<file path="config.mk">
export PLATFORM = sky130hd
export DESIGN_NAME = alu_exec_ctrl_flat
export DESIGN_NICKNAME = d
export VERILOG_FILES = /design/src/rtl/alu_exec_ctrl_if.sv /design/src/rtl/alu_exec_ctrl.sv /design/src/flat_wrapper.sv
export SDC_FILE = /design/constraint.sdc
export NUM_CORES = 1
export LEC_CHECK = 0
export CAP_MARGIN = 20
export CORE_MARGIN = 2
export CORE_UTILIZATION = 55
export CTS_CLUSTER_SIZE = 16
export DETAILED_ROUTE_END_ITERATION = 7
export PLACE_DENSITY = 0.85
export SYNTH_ARGS = -nofsm -noshare
export SYNTH_HDL_FRONTEND = slang
export SYNTH_SLANG_ARGS = --single-unit
export TNS_END_PERCENT = 100
</file>
<file path="constraint.sdc">
create_clock -name clk -period 3.58 [get_ports clk]
set_clock_uncertainty 0.15 [all_clocks]
set_input_delay 0.895 -clock clk [delete_from_list [all_inputs] [get_ports clk]]
set_output_delay 0.895 -clock clk [all_outputs]
set_load 0.005 [all_outputs]
</file>
<file path="src/rtl/alu_exec_ctrl_if.sv">
// Instruction handshake and writeback bus between the sequencer and its client.
interface alu_exec_ctrl_if;
  logic       instr_valid;
  logic       instr_ready;
  logic [7:0] instr;
  logic       wb_valid;
  logic [1:0] wb_addr;
  logic [7:0] wb_data;

  modport master (
    output instr_valid, instr,
    input  instr_ready, wb_valid, wb_addr, wb_data
  );

  modport slave (
    input  instr_valid, instr,
    output instr_ready, wb_valid, wb_addr, wb_data
  );
endinterface

</file>
<file path="src/rtl/alu_exec_ctrl.sv">
// Three-phase (IDLE/EXEC/WB) sequencer driving an external ALU from a 4x8 register file.
// Optional macro ALU_EXEC_R0_ZERO_EN hardwires r0 to zero.
module alu_exec_ctrl (
  input  logic        clk,
  input  logic        rst_n,
  alu_exec_ctrl_if.slave bus,
  input  logic        ld_en,
  input  logic [1:0]  ld_addr,
  input  logic [7:0]  ld_data,
  input  logic [1:0]  dbg_addr,
  output logic [7:0]  dbg_data,
  output logic [7:0]  alu_a,
  output logic [7:0]  alu_b,
  output logic [1:0]  alu_sel,
  input  logic [7:0]  alu_ans,
  input  logic        alu_cout,
  output logic        carry_flag,
  output logic        zero_flag
);

  typedef enum logic [1:0] {IDLE, EXEC, WB} state_t;

  state_t     state, state_nxt;
  logic [7:0] rf [4];
  logic [1:0] rd_q;
  logic [1:0] wb_addr_q;
  logic [7:0] result;
  logic       cout_q;
  logic       accept;

  function automatic logic [7:0] rf_read(input logic [1:0] a);
`ifdef ALU_EXEC_R0_ZERO_EN
    rf_read = (a == 2'd0) ? '0 : rf[a];
`else
    rf_read = rf[a];
`endif
  endfunction

  function automatic logic wr_ok(input logic [1:0] a);
`ifdef ALU_EXEC_R0_ZERO_EN
    wr_ok = (a != 2'd0);
`else
    wr_ok = (a == a);
`endif
  endfunction

  assign bus.instr_ready = rst_n && (state == IDLE);
  assign accept          = bus.instr_valid && bus.instr_ready;
  assign bus.wb_valid    = (state == WB);
  assign bus.wb_addr     = wb_addr_q;
  assign bus.wb_data     = result;
  assign dbg_data        = rf_read(dbg_addr);

  always_ff @(posedge clk or negedge rst_n) begin
    if (!rst_n) state <= IDLE;
    else        state <= state_nxt;
  end

  always_comb begin
    state_nxt = state;
    case (state)
      IDLE:    if (accept) state_nxt = EXEC;
      EXEC:    state_nxt = WB;
      WB:      state_nxt = IDLE;
      default: state_nxt = IDLE;
    endcase
  end

  always_ff @(posedge clk or negedge rst_n) begin
    if (!rst_n) begin
      for (int unsigned i = 0; i < 4; i++) rf[i] <= '0;
      alu_a      <= '0;
      alu_b      <= '0;
      alu_sel    <= '0;
      rd_q       <= '0;
      wb_addr_q  <= '0;
      result     <= '0;
      cout_q     <= 1'b0;
      carry_flag <= 1'b0;
      zero_flag  <= 1'b0;
    end else begin
      if (accept) begin
        alu_a   <= rf_read(bus.instr[3:2]);
        alu_b   <= rf_read(bus.instr[1:0]);
        alu_sel <= bus.instr[7:6];
        rd_q    <= bus.instr[5:4];
      end
      // wb_addr is captured here rather than driven from rd_q so it holds across the next accept
      if (state == EXEC) begin
        result    <= alu_ans;
        cout_q    <= alu_cout;
        wb_addr_q <= rd_q;
      end
      if (ld_en && wr_ok(ld_addr)) rf[ld_addr] <= ld_data;
      // Later assignment wins, so writeback overrides a same-address external load
      if (state == WB) begin
        if (wr_ok(wb_addr_q)) rf[wb_addr_q] <= result;
        zero_flag <= (result == 8'h00);
        if (!alu_sel[1]) carry_flag <= cout_q;
      end
    end
  end

endmodule

</file>
<file path="src/flat_wrapper.sv">
// flat-port wrapper written by rule: the top's interface ports become plain ports
module alu_exec_ctrl_flat 
  (clk, rst_n, ld_en, ld_addr, ld_data, dbg_addr, dbg_data, alu_a, alu_b, alu_sel, alu_ans, alu_cout, carry_flag, zero_flag, bus_instr_valid, bus_instr, bus_instr_ready, bus_wb_valid, bus_wb_addr, bus_wb_data);
  alu_exec_ctrl_if bus_i ();
  input  logic clk;
  input  logic rst_n;
  input  logic ld_en;
  input  logic [1:0] ld_addr;
  input  logic [7:0] ld_data;
  input  logic [1:0] dbg_addr;
  output logic [7:0] dbg_data;
  output logic [7:0] alu_a;
  output logic [7:0] alu_b;
  output logic [1:0] alu_sel;
  input  logic [7:0] alu_ans;
  input  logic alu_cout;
  output logic carry_flag;
  output logic zero_flag;
  input wire logic [$bits(bus_i.instr_valid)-1:0] bus_instr_valid;
  input wire logic [$bits(bus_i.instr)-1:0] bus_instr;
  output wire logic [$bits(bus_i.instr_ready)-1:0] bus_instr_ready;
  output wire logic [$bits(bus_i.wb_valid)-1:0] bus_wb_valid;
  output wire logic [$bits(bus_i.wb_addr)-1:0] bus_wb_addr;
  output wire logic [$bits(bus_i.wb_data)-1:0] bus_wb_data;
  assign bus_i.instr_valid = bus_instr_valid;
  assign bus_i.instr = bus_instr;
  assign bus_instr_ready = bus_i.instr_ready;
  assign bus_wb_valid = bus_i.wb_valid;
  assign bus_wb_addr = bus_i.wb_addr;
  assign bus_wb_data = bus_i.wb_data;
  alu_exec_ctrl u_core (.clk(clk), .rst_n(rst_n), .bus(bus_i), .ld_en(ld_en), .ld_addr(ld_addr), .ld_data(ld_data), .dbg_addr(dbg_addr), .dbg_data(dbg_data), .alu_a(alu_a), .alu_b(alu_b), .alu_sel(alu_sel), .alu_ans(alu_ans), .alu_cout(alu_cout), .carry_flag(carry_flag), .zero_flag(zero_flag));
endmodule
</file>
Word-level counts from Yosys, hierarchy flattened

Cells that the tools add are included.

Register bits after elaboration: 67
Logic and storage cells: 56

Order comparisons: 7
Equal/unequal tests: 3
Multiplexer cells: 19
Bitwise operators: 6
Reduce and logical (&&, ||, !) cells: 7

Operators by type and width:

| operator                                                              | number |
|---|---|
| 32-bit bitwise mux                                                    | 2 |
| 32-bit two-way mux                                                    | 2 |
| 8-bit two-way mux                                                     | 8 |
| 8-bit binary-select mux with 2-bit select                             | 3 |
| 8-bit demux with 2-bit select                                         | 2 |
| 3-bit >= comparator (second input constant)                           | 5 |
| 2-bit NOT with 3-bit output                                           | 5 |
| 8-bit zero test                                                       | 1 |
| 3-bit by 1-bit < comparator with 1-bit output (second input constant) | 2 |
| 1-bit logical AND                                                     | 4 |
| 2-bit case mux with 2 select lines                                    | 1 |
| 2-bit by 1-bit == test with 1-bit output (second input constant)      | 1 |
| 2-bit == test (second input constant)                                 | 1 |
| 2-bit zero test                                                       | 1 |
| 2-bit two-way mux                                                     | 1 |
| 2-bit by 1-bit != test with 1-bit output (second input constant)      | 1 |
| 2-bit AND reduction                                                   | 1 |
| 1-bit NOT                                                             | 1 |

Logic depth before layout (Yosys ltp)

Gate-level depths: netlist of the first run.

Word-level depth: 9
Gate-level depth with buffers: 4

Worst setup path after synthesis of the first run

No wires, ideal clock.

Path kind: input port to output port
Start point: input port dbg_addr[0]
End point: output port dbg_data[0]
Data arrival time: 1.645 ns
Required time: 2.535 ns
Slack: 0.890 ns
Stages on the path: 2
Path buffers: 1
Cell sequence: buf_2 > mux4_2

Word-level cells in the longest chain between the ends: 4

Ends and longest elaborated chain:

| element                                              | line                | RTL |
|---|---|---|
| start: declaration                                   | flat_wrapper.sv:10  | `input logic [1:0] dbg_addr;` |
| 2-bit NOT with 3-bit output (not written as such)    | alu_exec_ctrl.sv:35 | `rf_read = rf[a];` |
| 8-bit binary-select mux with 2-bit select            | alu_exec_ctrl.sv:35 |  |
| 8-bit two-way mux (not written as such) (2 in a row) | alu_exec_ctrl.sv:35 |  |
| end: declaration                                     | flat_wrapper.sv:11  | `output logic [7:0] dbg_data;` |

Every way passes these cells. The select of a mux whose other input is x is not followed.

Worst setup path after layout of the first run

Same ends and word-level chain as after synthesis.

==> metrics.yaml, run 1 <==
status: "completed"
critPathCaptureType: "output port"
cp_top_family: "buffers and inverters"
first_pass_iters: 4
core.rowCount: 29
synth_xor_area_share_pct: 0
grt_pass1_vias: 2404
seqPwrFrac_pct: 44.4
drtIter0Drc: 207
min_path_cells: 1
io_pins: 73
p_per_area_nw_per_um2: 691
grt_pass1_wl_mm: 12.3
clk_latency_ns: 0.34
routed_wirelength_mm: 7.60
hold_violations: 0
holdCritPathClass: "reg -> reg"
crit_top_cell: "clkdlybuf4s50_1"
maxCapViolations: 0
cts_tree: "built"
antennaDiodeCount: 0
yosys_register_bits: 67
synth-edff-count: 0
die_w_microns: 84.0
grt_max_degree: 68
track_usage_pct: 22.7
syn_nets: 287
clk_path_buf_depth: 2
p_leak_nw: 1.93
p_sw_mw: 0.891
p_clk_share_pct: 20.4
cp_num_buf_inv: 3
rr_worst_depth: 3
final_common_cell: "clkdlybuf4s50_1"
start_util_pct: 56.1
antenna_left: 0
grt_remaining_overflow: 0
synth-main-ff-cell: "dfrtp_1"
ir_drop_uv: 364
drc: 0
min_period_ns: 3.55
rsz0062_at_grt: "false"
portBuffers: 72
cts_sinks: 67
synth_async_sr_flop_share_pct: 100
synth_compound_area_share_pct: 4.55
synth-simple-area-share_pct: 7.64
total_power_mw: 3.08
synthMuxAreaShare_pct: 36.7
worstPathCellList: "clkdlybuf4s50_1, buf_12, mux4_2, clkdlybuf4s50_1"
slowest_delay_ns: 0.50
crit_type: "in -> out"
routed_wire_length_per_instance_microns: 18.7
tightest_slew_ns: 0.829
worst_path_max_delay_cell: "clkdlybuf4s50_1"
max_freq_mhz: 282
drv_slew: 0
synth_area_sq_um: 3520
cts_made_buffers: 9
critPathMaxFanout: 7
dp_hpwl_mm: 5.44
synthCells: 254
internal_power_mw: 2.19
synth_top_family_by_area: "multiplexers"
setup_tns_ns: 0
antenna_found_initial: 0
ys_warn_count: 0
die_h_microns: 84.0
vias: 2385
nNetsFinal: 359
crit_cells: 4
core_area_sq_um: 6280
cts-htree-levels: 3
layout-drive-gt1-share_pct: 23.9
cts_root_buf: "clkbuf_8"
synthAdderAreaFrac_pct: 0
clkTransAtPathRegs_ns: 0.07
critPathRequiredTime_ns: 2.53
ys_types: 27
area_delta_synth_final_pct: 26.7
arrival_ns: 2.50
post_drt_via_cell_ratio: 5.86
ys_seq_area_share_pct: 47.6
share_comb_of_total_power_pct: 35.1
maxSlewHeadroom_pct: 44.8
gp_congestion: 0.790
startpoint_type: "input port"
die_area_sq_um: 7060
period_share_pct: 99.0
switching_share_pct: 28.9
mostFrequentLayoutCells: "69 x clkdlybuf4s50_1, 67 x dfrtp_1, 32 x mux2i_1"
syn_area_per_cell_sq_um: 13.9
finalSetupViolCount: 0
registers in the layout (all words and copies together) (netlist names):
name / cells
u_core.rf: 32
u_core.alu_a: 8
u_core.alu_b: 8
u_core.bus.wb_data: 8
u_core.alu_sel: 2
u_core.bus.wb_addr: 2
u_core.rd_q: 2
u_core.state: 2
u_core.carry_flag: 1
u_core.cout_q: 1
u_core.zero_flag: 1
stage by stage:
step / instances / hold WS (ns) / utilization [%] / area [sq um] / worst slack (ns)
floorplan: 254 / 0.319 / - / 3520 / 0.890
global placement: 391 / 0.331 / 67.8 / 4260 / 0.0245
finish: 407 / 0.355 / 71.1 / 4460 / 0.0346
global route: 407 / 0.377 / 71.1 / 4460 / 0.00895
CTS: 406 / 0.361 / 70.9 / 4450 / 0.0164
detailed placement: 391 / 0.345 / 67.8 / 4260 / 0.0164
cell families (layout without fill, tap and decap cells):
family,Yosys count,after routing
AO/OA/AOI/OAI,32,32
buffers and inverters,17,93
flip-flops,67,67
multiplexers,88,88
AND/OR/NAND/NOR,50,50
power groups by stage:
| stage | logic, mW | registers (mW) | clock network [mW] |
|---|---|---|---|
| 2_1_floorplan | 0.613 | 1.28 | 0 |
| 3_3_place_gp | 1.06 | 1.35 | 0 |
| 3_5_place_dp | 1.09 | 1.38 | 0 |
| 4_1_cts | 1.10 | 1.37 | 0.641 |
| 5_1_grt | 1.17 | 1.41 | 0.682 |
| 6_report | 1.08 | 1.37 | 0.630 |
path summary, 6_finish.rpt:
path	slack [ns]	to	startpoint
min	0.35	u_core.carry_flag$_DFFE_PN0P_	u_core.cout_q$_DFFE_PN0N_
max	0.03	dbg_data[0]	dbg_addr[0]
max reg2reg	1.78	u_core.rf[3]$_DFF_PN0_	u_core.state[0]$_DFFE_PN0P_
max in group asynchronous	2.10	u_core.alu_b[2]$_DFFE_PN0P_	rst_n
min reg2reg	0.35	u_core.carry_flag$_DFFE_PN0P_	u_core.cout_q$_DFFE_PN0N_
min in group asynchronous	0.65	u_core.bus.wb_data[6]$_DFFE_PN0N_	rst_n
routing by layer:
metal	track usage, %	up-vias	part of all wire, %
met5	0	-	0
met4	12.0	0	2.1
met3	4.95	15	6.0
met2	35.6	99	50
met1	29.8	1179	42
li1	-	1092	-
what timing repair did:
| action | CTS | global route |
|---|---|---|
| endpoints found under the setup margin | 0 | 4 |
| hold buffers | 0 | 0 |
| buffers inserted | 0 | 1 |
| resized for setup | 0 | 2 |
final cells by class:
| type | instances | area, sq um |
|---|---|---|
| clock buffer | 13 | 159 |
| fill | 424 | 1810 |
| clock inverter | 2 | 35.0 |
| multi-input combinational | 170 | 1720 |
| sequential | 67 | 1680 |
| tap | 77 | 96.3 |
| timing repair buffer | 77 | 771 |
| inverter | 1 | 3.75 |
cell usage after synthesis, types with 2 or more instances:
cell / count / area, sq um
nand3b_1: 2 / 15.0
a21oi_1: 8 / 40.0
buf_4: 3 / 22.5
mux2_2: 13 / 146
nand2_1: 26 / 97.6
o21ai_1: 2 / 10.0
nor2_1: 9 / 33.8
mux2i_1: 32 / 320
nor4_1: 2 / 12.5
buf_8: 2 / 30.0
nand3_1: 2 / 10.0
o21ai_0: 22 / 110
buf_2: 9 / 45.0
buf_6: 2 / 22.5
dfrtp_1: 67 / 1680
mux2_4: 19 / 285
mux4_2: 24 / 541
Note: power is estimated with default switching activity, not from simulation.
==> run 2, diff against run 1 <==
CTS_CLUSTER_SIZE = unset   (was 16)
==> results of run 2 <==
Same layout as run 1: the final DEF is identical, and so are final timing and power.
